## src/rtl/alu_writeback.sv

```systemverilog
// Write-back stage behind the ADD/ADC execute unit. It owns the N/Z/C flags,
// queues register-file writes in order, and turns writes to r15 into branch requests.
module alu_writeback #(
    parameter int DATA_W = 32,
    parameter int ADDR_W = 4,
    parameter int DEPTH  = 2
) (
    input  logic              clk,
    input  logic              rst,
    input  logic              res_valid,
    output logic              res_ready,
    input  logic [DATA_W-1:0] res_data,
    input  logic [ADDR_W-1:0] res_addr,
    input  logic              res_wr,
    input  logic              res_s,
    input  logic              res_c,
    input  logic              res_z,
    input  logic              res_n,
    output logic              apsr_c,
    output logic              apsr_z,
    output logic              apsr_n,
    output logic              rf_we,
    output logic [ADDR_W-1:0] rf_addr,
    output logic [DATA_W-1:0] rf_wdata,
    input  logic              rf_ack,
    output logic              branch_req,
    output logic [DATA_W-1:0] branch_target,
    input  logic [ADDR_W-1:0] chk_addr,
    output logic              chk_hit
);
    localparam int PTR_W = (DEPTH > 1) ? $clog2(DEPTH) : 1;
    localparam int CNT_W = $clog2(DEPTH + 1);
    localparam logic [ADDR_W-1:0] PC_IDX = ADDR_W'(15);

    logic [DEPTH-1:0][ADDR_W-1:0] q_addr;
    logic [DEPTH-1:0][DATA_W-1:0] q_data;
    logic [DEPTH-1:0]             q_vld;
    logic [DEPTH-1:0]             hit_vec;
    logic [PTR_W-1:0]             rd_ptr, wr_ptr;
    logic [CNT_W-1:0]             count;
    logic                         pop, accept, is_pc, enq;

    assign pop       = rf_we & rf_ack;
    assign res_ready = (count < CNT_W'(DEPTH)) | pop;
    assign accept    = res_valid & res_ready;
    assign is_pc     = res_wr & (res_addr == PC_IDX);
    assign enq       = accept & res_wr & ~is_pc;

    // Head entry is read straight out of the storage registers.
    assign rf_we    = (count != '0);
    assign rf_addr  = q_addr[rd_ptr];
    assign rf_wdata = q_data[rd_ptr];

    // Hazard match per queue slot; r15 never lives in the queue.
    for (genvar i = 0; i < DEPTH; i++) begin : g_hit
        assign hit_vec[i] = q_vld[i] & (q_addr[i] == chk_addr);
    end
    assign chk_hit = (|hit_vec) & (chk_addr != PC_IDX);

    always_ff @(posedge clk or negedge rst) begin
        if (!rst) begin
            q_addr <= '0;
            q_data <= '0;
            q_vld  <= '0;
            rd_ptr <= '0;
            wr_ptr <= '0;
            count  <= '0;
        end else begin
            // Clear before set so a full-queue pop+push on one slot keeps it valid.
            for (int i = 0; i < DEPTH; i++) begin
                if (pop && rd_ptr == PTR_W'(i))
                    q_vld[i] <= 1'b0;
                if (enq && wr_ptr == PTR_W'(i)) begin
                    q_vld[i]  <= 1'b1;
                    q_addr[i] <= res_addr;
                    q_data[i] <= res_data;
                end
            end
            if (pop)
                rd_ptr <= rd_ptr + PTR_W'(1);
            if (enq)
                wr_ptr <= wr_ptr + PTR_W'(1);
            count <= count + CNT_W'(enq) - CNT_W'(pop);
        end
    end

    always_ff @(posedge clk or negedge rst) begin
        if (!rst) begin
            apsr_c        <= 1'b0;
            apsr_z        <= 1'b0;
            apsr_n        <= 1'b0;
            branch_req    <= 1'b0;
            branch_target <= '0;
        end else begin
            if (accept && res_s) begin
                apsr_c <= res_c;
                apsr_z <= res_z;
                apsr_n <= res_n;
            end
            branch_req <= accept & is_pc;
            if (accept && is_pc)
                branch_target <= {res_data[DATA_W-1:1], 1'b0};
        end
    end
endmodule

```

## config.mk

```make
export PLATFORM = sky130hd
export DESIGN_NAME = alu_writeback
export DESIGN_NICKNAME = d
export VERILOG_FILES = /design/src/rtl/alu_writeback.sv
export SDC_FILE = /design/constraint.sdc
export NUM_CORES = 1
export LEC_CHECK = 0
export ABC_AREA = 1
export CORE_MARGIN = 2
export CORE_UTILIZATION = 40
export CTS_CLUSTER_SIZE = 24
export DETAILED_ROUTE_END_ITERATION = 6
export GPL_TIMING_DRIVEN = 0
export PLACE_DENSITY = 0.76
export SLEW_MARGIN = 20
export SYNTH_ARGS = -nofsm -noshare
export SYNTH_HDL_FRONTEND = slang
export SYNTH_SLANG_ARGS = --single-unit
```

## constraint.sdc

```tcl
create_clock -name clk -period 1.61 [get_ports clk]
set_input_delay 0.322 -clock clk [delete_from_list [all_inputs] [get_ports clk]]
set_output_delay 0.322 -clock clk [all_outputs]
set_load 0.01 [all_outputs]
```

# --- Yosys cells after proc, flatten, opt, wreduce, memory -nomap -nowiden ---
# Cells that the tools add are included.
word_totals:
  inputBits: 49
  elab_cells: 55
  out_inout_bits: 75
  reg_bits: 113
classes:
  n_reduce_logical: 10
  order_cmp: 2
  muxes: 8
  eq_ne: 4
  addsub: 4
  bitwise: 13
ops:
  columns: ["op", "count"]
  rows:
  - ["two-way mux 32 bit", 2]
  - ["bitwise AND 1 bit", 9]
  - ["== test 4 bit", 2]
  - ["two-way mux 4 bit", 2]
  - ["logical AND 1 bit", 6]
  - ["nonzero test 2 bit", 3]
  - ["== test 4 bit, second input constant", 1]
  - ["two-way mux 1 bit", 4]
  - ["inequality test 4 bit, second input constant", 1]
  - ["inverter 1 bit", 3]
  - ["adder 1 bit, second input constant", 2]
  - ["adder 2 x 1 -> 2 bit", 1]
  - ["less-than comparator 1 x 2 -> 1 bit, second input constant", 1]
  - ["less-than comparator 2 bit, second input constant", 1]
  - ["OR reduction 2 bit", 1]
  - ["subtractor 2 x 1 -> 2 bit", 1]
  - ["bitwise OR 1 bit", 1]

# --- Depth between registers and ports, before layout ---
# Gate-level depths: netlist (run 1).
depth:
  depth_word: 8
  ltp_mapped: 9
  mapped_depth_nobuf: 8

# --- Least setup slack after synthesis (run 1) ---
# OpenSTA, ideal clock, no wires.
synth_path:
  path_kind: "register to register"
  from: "register count[1]"
  to: "register count[1]"
  t_required_ps: 1487
  path_slack_ps: -67
  arrival_time_ps: 1555
  setup_time_ps: 123
  stages_incl_launch_ff: 8
  period_less_slack_ps: 1677
  n_path_buf: 0
  path_cell_list: "dfrtp_1 o21ai_4 a21oi_2 nand2_1 ha_1 inv_1 ha_1 xnor2_1"
synth_between:
  elab_chain_len: 8
  word_cells_on_any_way: 9
  cone_classes: "add/sub (2); order compare (1); bitwise (5); reduce/logical (1)"
synth_lines:
  columns: ["element", "line", "rtl"]
  rows:
  - ["start: declaration", "40", "logic [CNT_W-1:0] count;"]
  - ["start signal: assignment", "83", "count <= count + CNT_W'(enq) - CNT_W'(pop);"]
  - ["nonzero test 2 bit", "50", "assign rf_we = (count != '0);"]
  - ["bitwise AND 1 bit", "43", "assign pop = rf_we & rf_ack;"]
  - ["bitwise OR 1 bit", "44", "assign res_ready = (count < CNT_W'(DEPTH)) | pop;"]
  - ["bitwise AND 1 bit", "45", "assign accept = res_valid & res_ready;"]
  - ["bitwise AND 1 bit (2 in a row)", "47", "assign enq = accept & res_wr & ~is_pc;"]
  - ["adder 2 x 1 -> 2 bit", "83", null]
  - ["subtractor 2 x 1 -> 2 bit (*)", "83", null]
# Every way passes the cells marked *; elsewhere a longest branch is shown, timed or not.
# A chain may end at the register's enable or synchronous reset.

# --- Worst setup path after layout (run 1) ---
layout_path:
  from: "register rd_ptr"
  to: "output rf_wdata[10]"
layout_between:
  elab_chain_len: 2
layout_lines:
  columns: ["element", "line", "rtl"]
  rows:
  - ["start: declaration", "39", "logic [PTR_W-1:0] rd_ptr, wr_ptr;"]
  - ["start signal: assignment", "80", "rd_ptr <= rd_ptr + PTR_W'(1);"]
  - ["two-way mux 32 bit (not written as such) (2 in a row)", "52", "assign rf_wdata = q_data[rd_ptr];"]
  - ["end: declaration", "24", "output logic [DATA_W-1:0] rf_wdata,"]
# No other way between the ends. The select of a mux whose other input is x is not followed.

==> flow_summary.yaml, run 1 <==
clocking:
  clock-root-buffer: "clkbuf_16"
  h-tree-depth: 4
  cts_buffer_depth: 2
  cts_buffers: 17
  cts_tree: "done"
  cts.clk_slew.worst_paths_ns: 0.05
  clkLatencyLatePin_ns: 0.42
  clock-sinks: 113
die:
  die-area_mm2: 0.0140
  start_util_pct: 41.2
  rows: 41
  die_x_um: 118
  ioPinCount: 124
  core_mm2: 0.0127
  die_y_um: 118
critical_path:
  end_kind: "output pin"
  cp.arrival_ns: 1.50
  crit_required_ns: 1.29
  r2r-end: "count[1]"
  critical_path_class: "flop to output pin"
  reg2reg_setup_slack_ns: -0.06
  worstPathMaxFanout: 7
  rr_startpoint: "count[0]"
  critPathLaunchType: "flop"
  crit_start: "rd_ptr"
  r2r_cells: 9
routing:
  firstDrtPassIters: 5
  wl_per_cell_um: 17.2
  drtAntennaViolNets: 0
  vias_per_cell: 5.31
  vias: 5378
  routed_wl_um: 17400
  detail_route.iter0.violations: 457
  drc: 0
cells_and_area:
  final_common_cell: "nand2_1"
  syn2layout_area_growth_pct: 54.9
  stdcell_count: 1012
  layout.nets: 878
  drive_gt1_share_pct: 26.0
  mostFrequentLayoutCells: "282 x nand2_1, 112 x dfrtp_1, 73 x nand4_1, 41 x dlygate4sd2_1, 40 x buf_6"
  n_antenna_cell: 0
timing:
  setup_ws_ns: -0.209
  timing.slew.headroom_pct: 64.9
  layout_min_cycle_time_ns: 1.82
  fmax_ghz: 0.550
  rsz0062_at_grt: "yes"
  finalSetupTns_ns: -5.82
  setup_violations: 41
  worst_pin_slew_ns: 0.527
  slew_violations: 0
  period_share_pct: 113
  skew_ns: 0.00455
  hold_violations: 0
global_routing:
  grt_pass1_vias: 5358
  grt-ovfl-total: 0
  grt_first_pass_wirelength_um: 27300
  grt_max_degree: 66
  antenna_found_initial: 0
  grt_usage_pct: 24.8
yosys:
  syn_avg_cell_area_um2: 8.01
  synth-adder-area-share_pct: 0.479
  synth.distinct_cells: 24
  synthMuxAreaShare_pct: 0
  seq_area_frac_synth_pct: 54.1
  syn_area_mm2: 0.00523
  synth_nets: 703
  synth-simple-area-share_pct: 34.5
  synth_top_family_by_area: "simple AND/OR/NAND/NOR gates"
  synth_xor_area_share_pct: 0.838
  ys_seq_elements: 113
  synth_compound_area_share_pct: 4.50
  postSynthCellCount: 652
  yosys_warnings: 0
power_and_ir_drop:
  ir_drop_mv: 0.877
  sw_frac_of_total_pct: 37.7
  switching_power_mw: 6.30
  seq_power_share_pct: 29.8
  p_leak_nw: 4.36
  intPower_mw: 10.4
  power.density_mw_per_mm2: 2070
  clock_power_share_pct: 24.3
  p_comb_share_pct: 45.9
hold_path:
  holdPathStages: 3
  min_to: "q_addr[7]"
  hp-start: "res_addr[3]"
  hold_class: "input pin to flop"
placement:
  place_congestion: 0.840
  io_buffers: 122
  place_inst: 947
  hpwl_um: 10400
status:
  violations: "negative setup slack"
  status: "complete, but fails checks"
job:
  maxCapViolCount: 0
-- logic make-up after synthesis --
family | count (synthesis)
adders and majority gates | 2
and+or+nand+nor | 425
other | 1
AOI/OAI and AO/OA | 44
DFF | 113
buffers and inverters | 62
xor gates and xnor gates | 5
-- Yosys cell counts, drive strengths merged --
library cell / count / share of area, %
or2: 1 / 0.12
inv: 15 / 1.1
buf: 23 / 2.7
xor2: 1 / 0.17
a21oi: 2 / 0.26
nand3: 3 / 0.29
nand4: 74 / 9.0
dfrtp: 113 / 54
nor2: 11 / 0.84
clkbuf: 24 / 1.7
nand2: 336 / 24
ha: 2 / 0.48
xnor2: 4 / 0.67
conb: 1 / 0.072
o21ai: 42 / 4.2
-- power by group through the flow --
stage | clock network, mW | logic (mW) | registers (mW)
final | 4.06 | 7.68 | 4.98
after global routing | 4.24 | 8.25 | 5.10
after CTS | 4.07 | 6.67 | 4.79
after detailed placement | 0 | 5.98 | 4.79
after global placement | 0 | 5.87 | 4.76
after floorplan | 0 | 2.94 | 4.77
-- layer usage --
| metal | vias up | GRT usage, % | part of all wire, % |
|---|---|---|---|
| li1 | 2484 | - | - |
| met1 | 2589 | 31.1 | 40 |
| met2 | 252 | 39.4 | 48 |
| met3 | 53 | 6.23 | 7.4 |
| met4 | 0 | 13.2 | 3.9 |
| met5 | - | 0 | 0 |
-- worst max path at each step --
stage / to / slack, ns / cells after the start
3_5_place_dp: rf_wdata[9] / -0.77 / 6
2_1_floorplan: count[1] / 0.05 / 9
3_3_place_gp: count[1] / -4.61 / 1
4_1_cts: rf_wdata[16] / -0.22 / 7
6_report: rf_wdata[10] / -0.21 / 6
5_1_grt: rf_wdata[24] / -0.26 / 6
-- timing repair --
item | 4_1_cts | 5_1_grt
pin swaps | 28 | 23
resized for setup | 291 | 112
hold endpoints to repair | 48 | 0
hold buffers | 1 | 0
buffers inserted | 25 | 3
cloned | 4 | 2
endpoints found under the setup margin | 176 | 143
-- worst max-delay path, cell delays in order, from the launching register on --
cell,delay (ns)
dfrtp_1,0.41
inv_2,0.11
clkbuf_16,0.17
buf_8,0.14
nand2_2,0.05
nand2_1,0.07
buf_2,0.13
-- metrics by stage --
| stage | hold slack, ns | area (µm²) | total power, mW | utilization (%) | setup WS, ns |
|---|---|---|---|---|---|
| after floorplan | 0.0264 | 5230 | 7.72 | - | 0.0519 |
| after CTS | 0.345 | 7720 | 15.5 | 60.9 | -0.222 |
| after global routing | 0.392 | 8090 | 17.6 | 63.9 | -0.257 |
| after global placement | 0.453 | 6670 | 10.6 | 52.6 | -4.61 |
| after detailed placement | 0.294 | 6700 | 10.8 | 52.9 | -0.765 |
| final | 0.374 | 8090 | 16.7 | 63.9 | -0.209 |
-- area by class of cell --
| cell class | instances | area (µm²) |
|---|---|---|
| fillers | 1011 | 4580 |
| flip-flops and latches | 113 | 2830 |
| multi-input cells | 477 | 2430 |
| repair buffers | 156 | 1510 |
| clock buffers | 19 | 443 |
| plain buffers | 47 | 420 |
| well taps | 172 | 215 |
| clock inverters | 13 | 190 |
| inverters | 15 | 56.3 |
-- sequential cells by signal, indices dropped and copies added (netlist names) --
signal / cells
q_data: 64
branch_target: 31
count: 2
apsr_n: 1
q_addr: 8
wr_ptr: 1
branch_req: 1
q_vld: 2
rd_ptr: 1
apsr_z: 1
apsr_c: 1
No activity file was read; power rests on OpenSTA's default activity.
==> inputs of run 2 (changes only) <==
--- a/config.mk
+++ b/config.mk
@@ -6,12 +6,15 @@
 export NUM_CORES = 1
 export LEC_CHECK = 0
 export ABC_AREA = 1
+export CELL_PAD_IN_SITES_DETAIL_PLACEMENT = 1
+export CELL_PAD_IN_SITES_GLOBAL_PLACEMENT = 2
 export CORE_MARGIN = 2
-export CORE_UTILIZATION = 40
+export CORE_UTILIZATION = 26
 export CTS_CLUSTER_SIZE = 24
 export DETAILED_ROUTE_END_ITERATION = 6
 export GPL_TIMING_DRIVEN = 0
-export PLACE_DENSITY = 0.76
+export HOLD_SLACK_MARGIN = 0.1
+export PLACE_DENSITY = 0.84
 export SLEW_MARGIN = 20
 export SYNTH_ARGS = -nofsm -noshare
 export SYNTH_HDL_FRONTEND = slang
==> flow_summary.yaml, run 2 (synthesis results as in run 1) <==
critical_path:
  worstPathMaxFanout: 5
  critPathLaunchType: "flop"
  r2r_cells: 8
  path_depth: 6
  end_kind: "output pin"
  slowest_delay_ns: 0.41
  cp_top_family: "buffers and inverters"
  crit_required_ns: 1.29
  path_buf_inv: 4
  worstPathCellList: "buf_8, buf_12, clkbuf_16, nand2_4, nand2_2, buf_6"
  cp.arrival_ns: 1.52
  cp_slowest_cell: "dfrtp_1"
  critical_path_class: "flop to output pin"
timing:
  fmax_ghz: 0.543
  slew_violations: 0
  worst_pin_slew_ns: 0.570
  period_share_pct: 114
  setup_ws_ns: -0.232
  setup_violations: 39
  hold_violations: 0
  skew_ns: 0.00766
  rsz0062_at_grt: "yes"
  timing.slew.headroom_pct: 62.0
  hold_slack_ns: 0.354
  layout_min_cycle_time_ns: 1.84
power_and_ir_drop:
  p_leak_nw: 4.34
  power_mw: 16.5
  ir_drop_mv: 1.03
  power.density_mw_per_mm2: 2000
global_routing:
  antenna_found_initial: 0
  grt_pass1_vias: 5523
  grt_usage_pct: 18.9
  grt_first_pass_wirelength_um: 31300
  grt_max_degree: 70
  grt-ovfl-total: 0
cells_and_area:
  n_antenna_cell: 0
  final_common_cell: "nand2_1"
  reg.largest.list: "q_data (64), branch_target (31), q_addr (8)"
  largest_reg_flops: 64
  regMostFlops: "q_data"
  layout.nets: 875
  syn2layout_area_growth_pct: 57.3
  post-route-cell-area_mm2: 0.00822
  mostFrequentLayoutCells: "268 x nand2_1, 111 x dfrtp_1, 73 x nand4_1, 45 x buf_6, 42 x dlygate4sd2_1"
  drive_gt1_share_pct: 27.4
clocking:
  h-tree-depth: 4
  clock-root-buffer: "clkbuf_16"
  cts_buffers: 17
  cts.clk_slew.worst_paths_ns: 0.06
  clock-sinks: 113
  clkLatencyLatePin_ns: 0.42
  cts_buffer_depth: 2
  cts_tree: "done"
die:
  rows: 51
  core_mm2: 0.0196
  die_x_um: 146
  die_y_um: 146
  die-area_mm2: 0.0212
  ioPinCount: 124
  start_util_pct: 26.7
placement:
  place_congestion: 0.751
  hpwl_um: 12600
  io_buffers: 122
  place_ws_ns: -0.876
  placed_area_mm2: 0.00682
routing:
  vias_per_cell: 4.71
  routed_wl_um: 19900
  drtAntennaViolNets: 0
  drc: 0
  wl_per_cell_um: 18.1
  firstDrtPassIters: 4
  detail_route.iter0.violations: 254
  vias: 5189
hold_path:
  hold_class: "input pin to flop"
  holdPathStages: 3
status:
  status: "complete, but fails checks"
  violations: "negative setup slack"
job:
  maxCapViolCount: 0
==> run 2: cell count changes in the layout (fill, tap and decap cells not counted), sizes merged <==
cell / previous run / this run
clkdlybuf4s15: 1 / 0
bufinv: 5 / 1
clkbuf: 44 / 47
clkinv: 8 / 5
buf: 94 / 96
dlygate4sd2: 41 / 42
clkdlybuf4s50: 38 / 37
==> run 2: layout make-up <==
class	count	area, µm²
timing repair buffer	156	1530
tap	265	332
clock buffer	26	489
clock inverter	6	55.1
sequential	113	2830
fill	2325	11400
multi-input combinational	477	2510
inverter	15	56.3
buffer	44	412
==> run 2: worst paths after layout <==
path                              from           end  slack [ns]
max                             rd_ptr  rf_wdata[23]       -0.23
min                        res_addr[1]     q_addr[5]        0.35
max reg2reg                   count[1]      count[1]       -0.06
min reg2reg                 q_data[18]    q_data[18]        0.47
max in group asynchronous          rst    q_data[36]        0.48
min in group asynchronous          rst        apsr_n        0.40
==> run 2: timing repair <==
| action | in CTS | in global routing |
|---|---|---|
| hold buffers | 1 | 0 |
| endpoints found under the hold margin | 44 | 0 |
| pin swaps | 31 | 22 |
| endpoints found under the setup margin | 179 | 128 |
| cloned | 2 | 2 |
| gates resized for setup | 318 | 115 |
| buffers inserted | 26 | 3 |
==> run 2: worst reg2reg max path, cell delays in order (launching register included) <==
cell and delay, ns:
dfrtp_2 0.42, o21ai_4 0.10, buf_6 0.15, a21oi_4 0.15
nand2_2 0.11, ha_4 0.28, inv_2 0.04, ha_4 0.17
xnor2_4 0.12
==> run 2: metrics by stage <==
stage                     util (%)  instances  setup TNS (ns)
after floorplan                  -        652               0
after global placement        34.6       1039         -602.13
after detailed placement      34.8       1040          -92.11
after CTS                     39.8       1099           -6.51
after global routing          42.0       1102           -8.12
final                         42.0       1102           -6.04
==> run 2: power by group <==
group | internal [mW] | switching, mW
Sequential | 4.07 | 0.914
Combinational | 3.69 | 4.24
Clock | 2.23 | 1.32
==> run 2: layer usage <==
layer  vias up  GRT usage, %  wire, µm
li1       2464             -         -
met5         -             0         0
met4         0          5.44       278
met1      2587          24.6      8790
met2       117          31.2      9810
met3        21          4.55      1020
==> inputs of run 3 (changes only) <==
--- a/config.mk
+++ b/config.mk
@@ -10,7 +10,7 @@
 export CELL_PAD_IN_SITES_GLOBAL_PLACEMENT = 2
 export CORE_MARGIN = 2
 export CORE_UTILIZATION = 26
-export CTS_CLUSTER_SIZE = 24
+export CTS_CLUSTER_SIZE = 8
 export DETAILED_ROUTE_END_ITERATION = 6
 export GPL_TIMING_DRIVEN = 0
 export HOLD_SLACK_MARGIN = 0.1
==> results of run 3 <==
The final DEF is identical to that of run 2; final timing and power are the same.
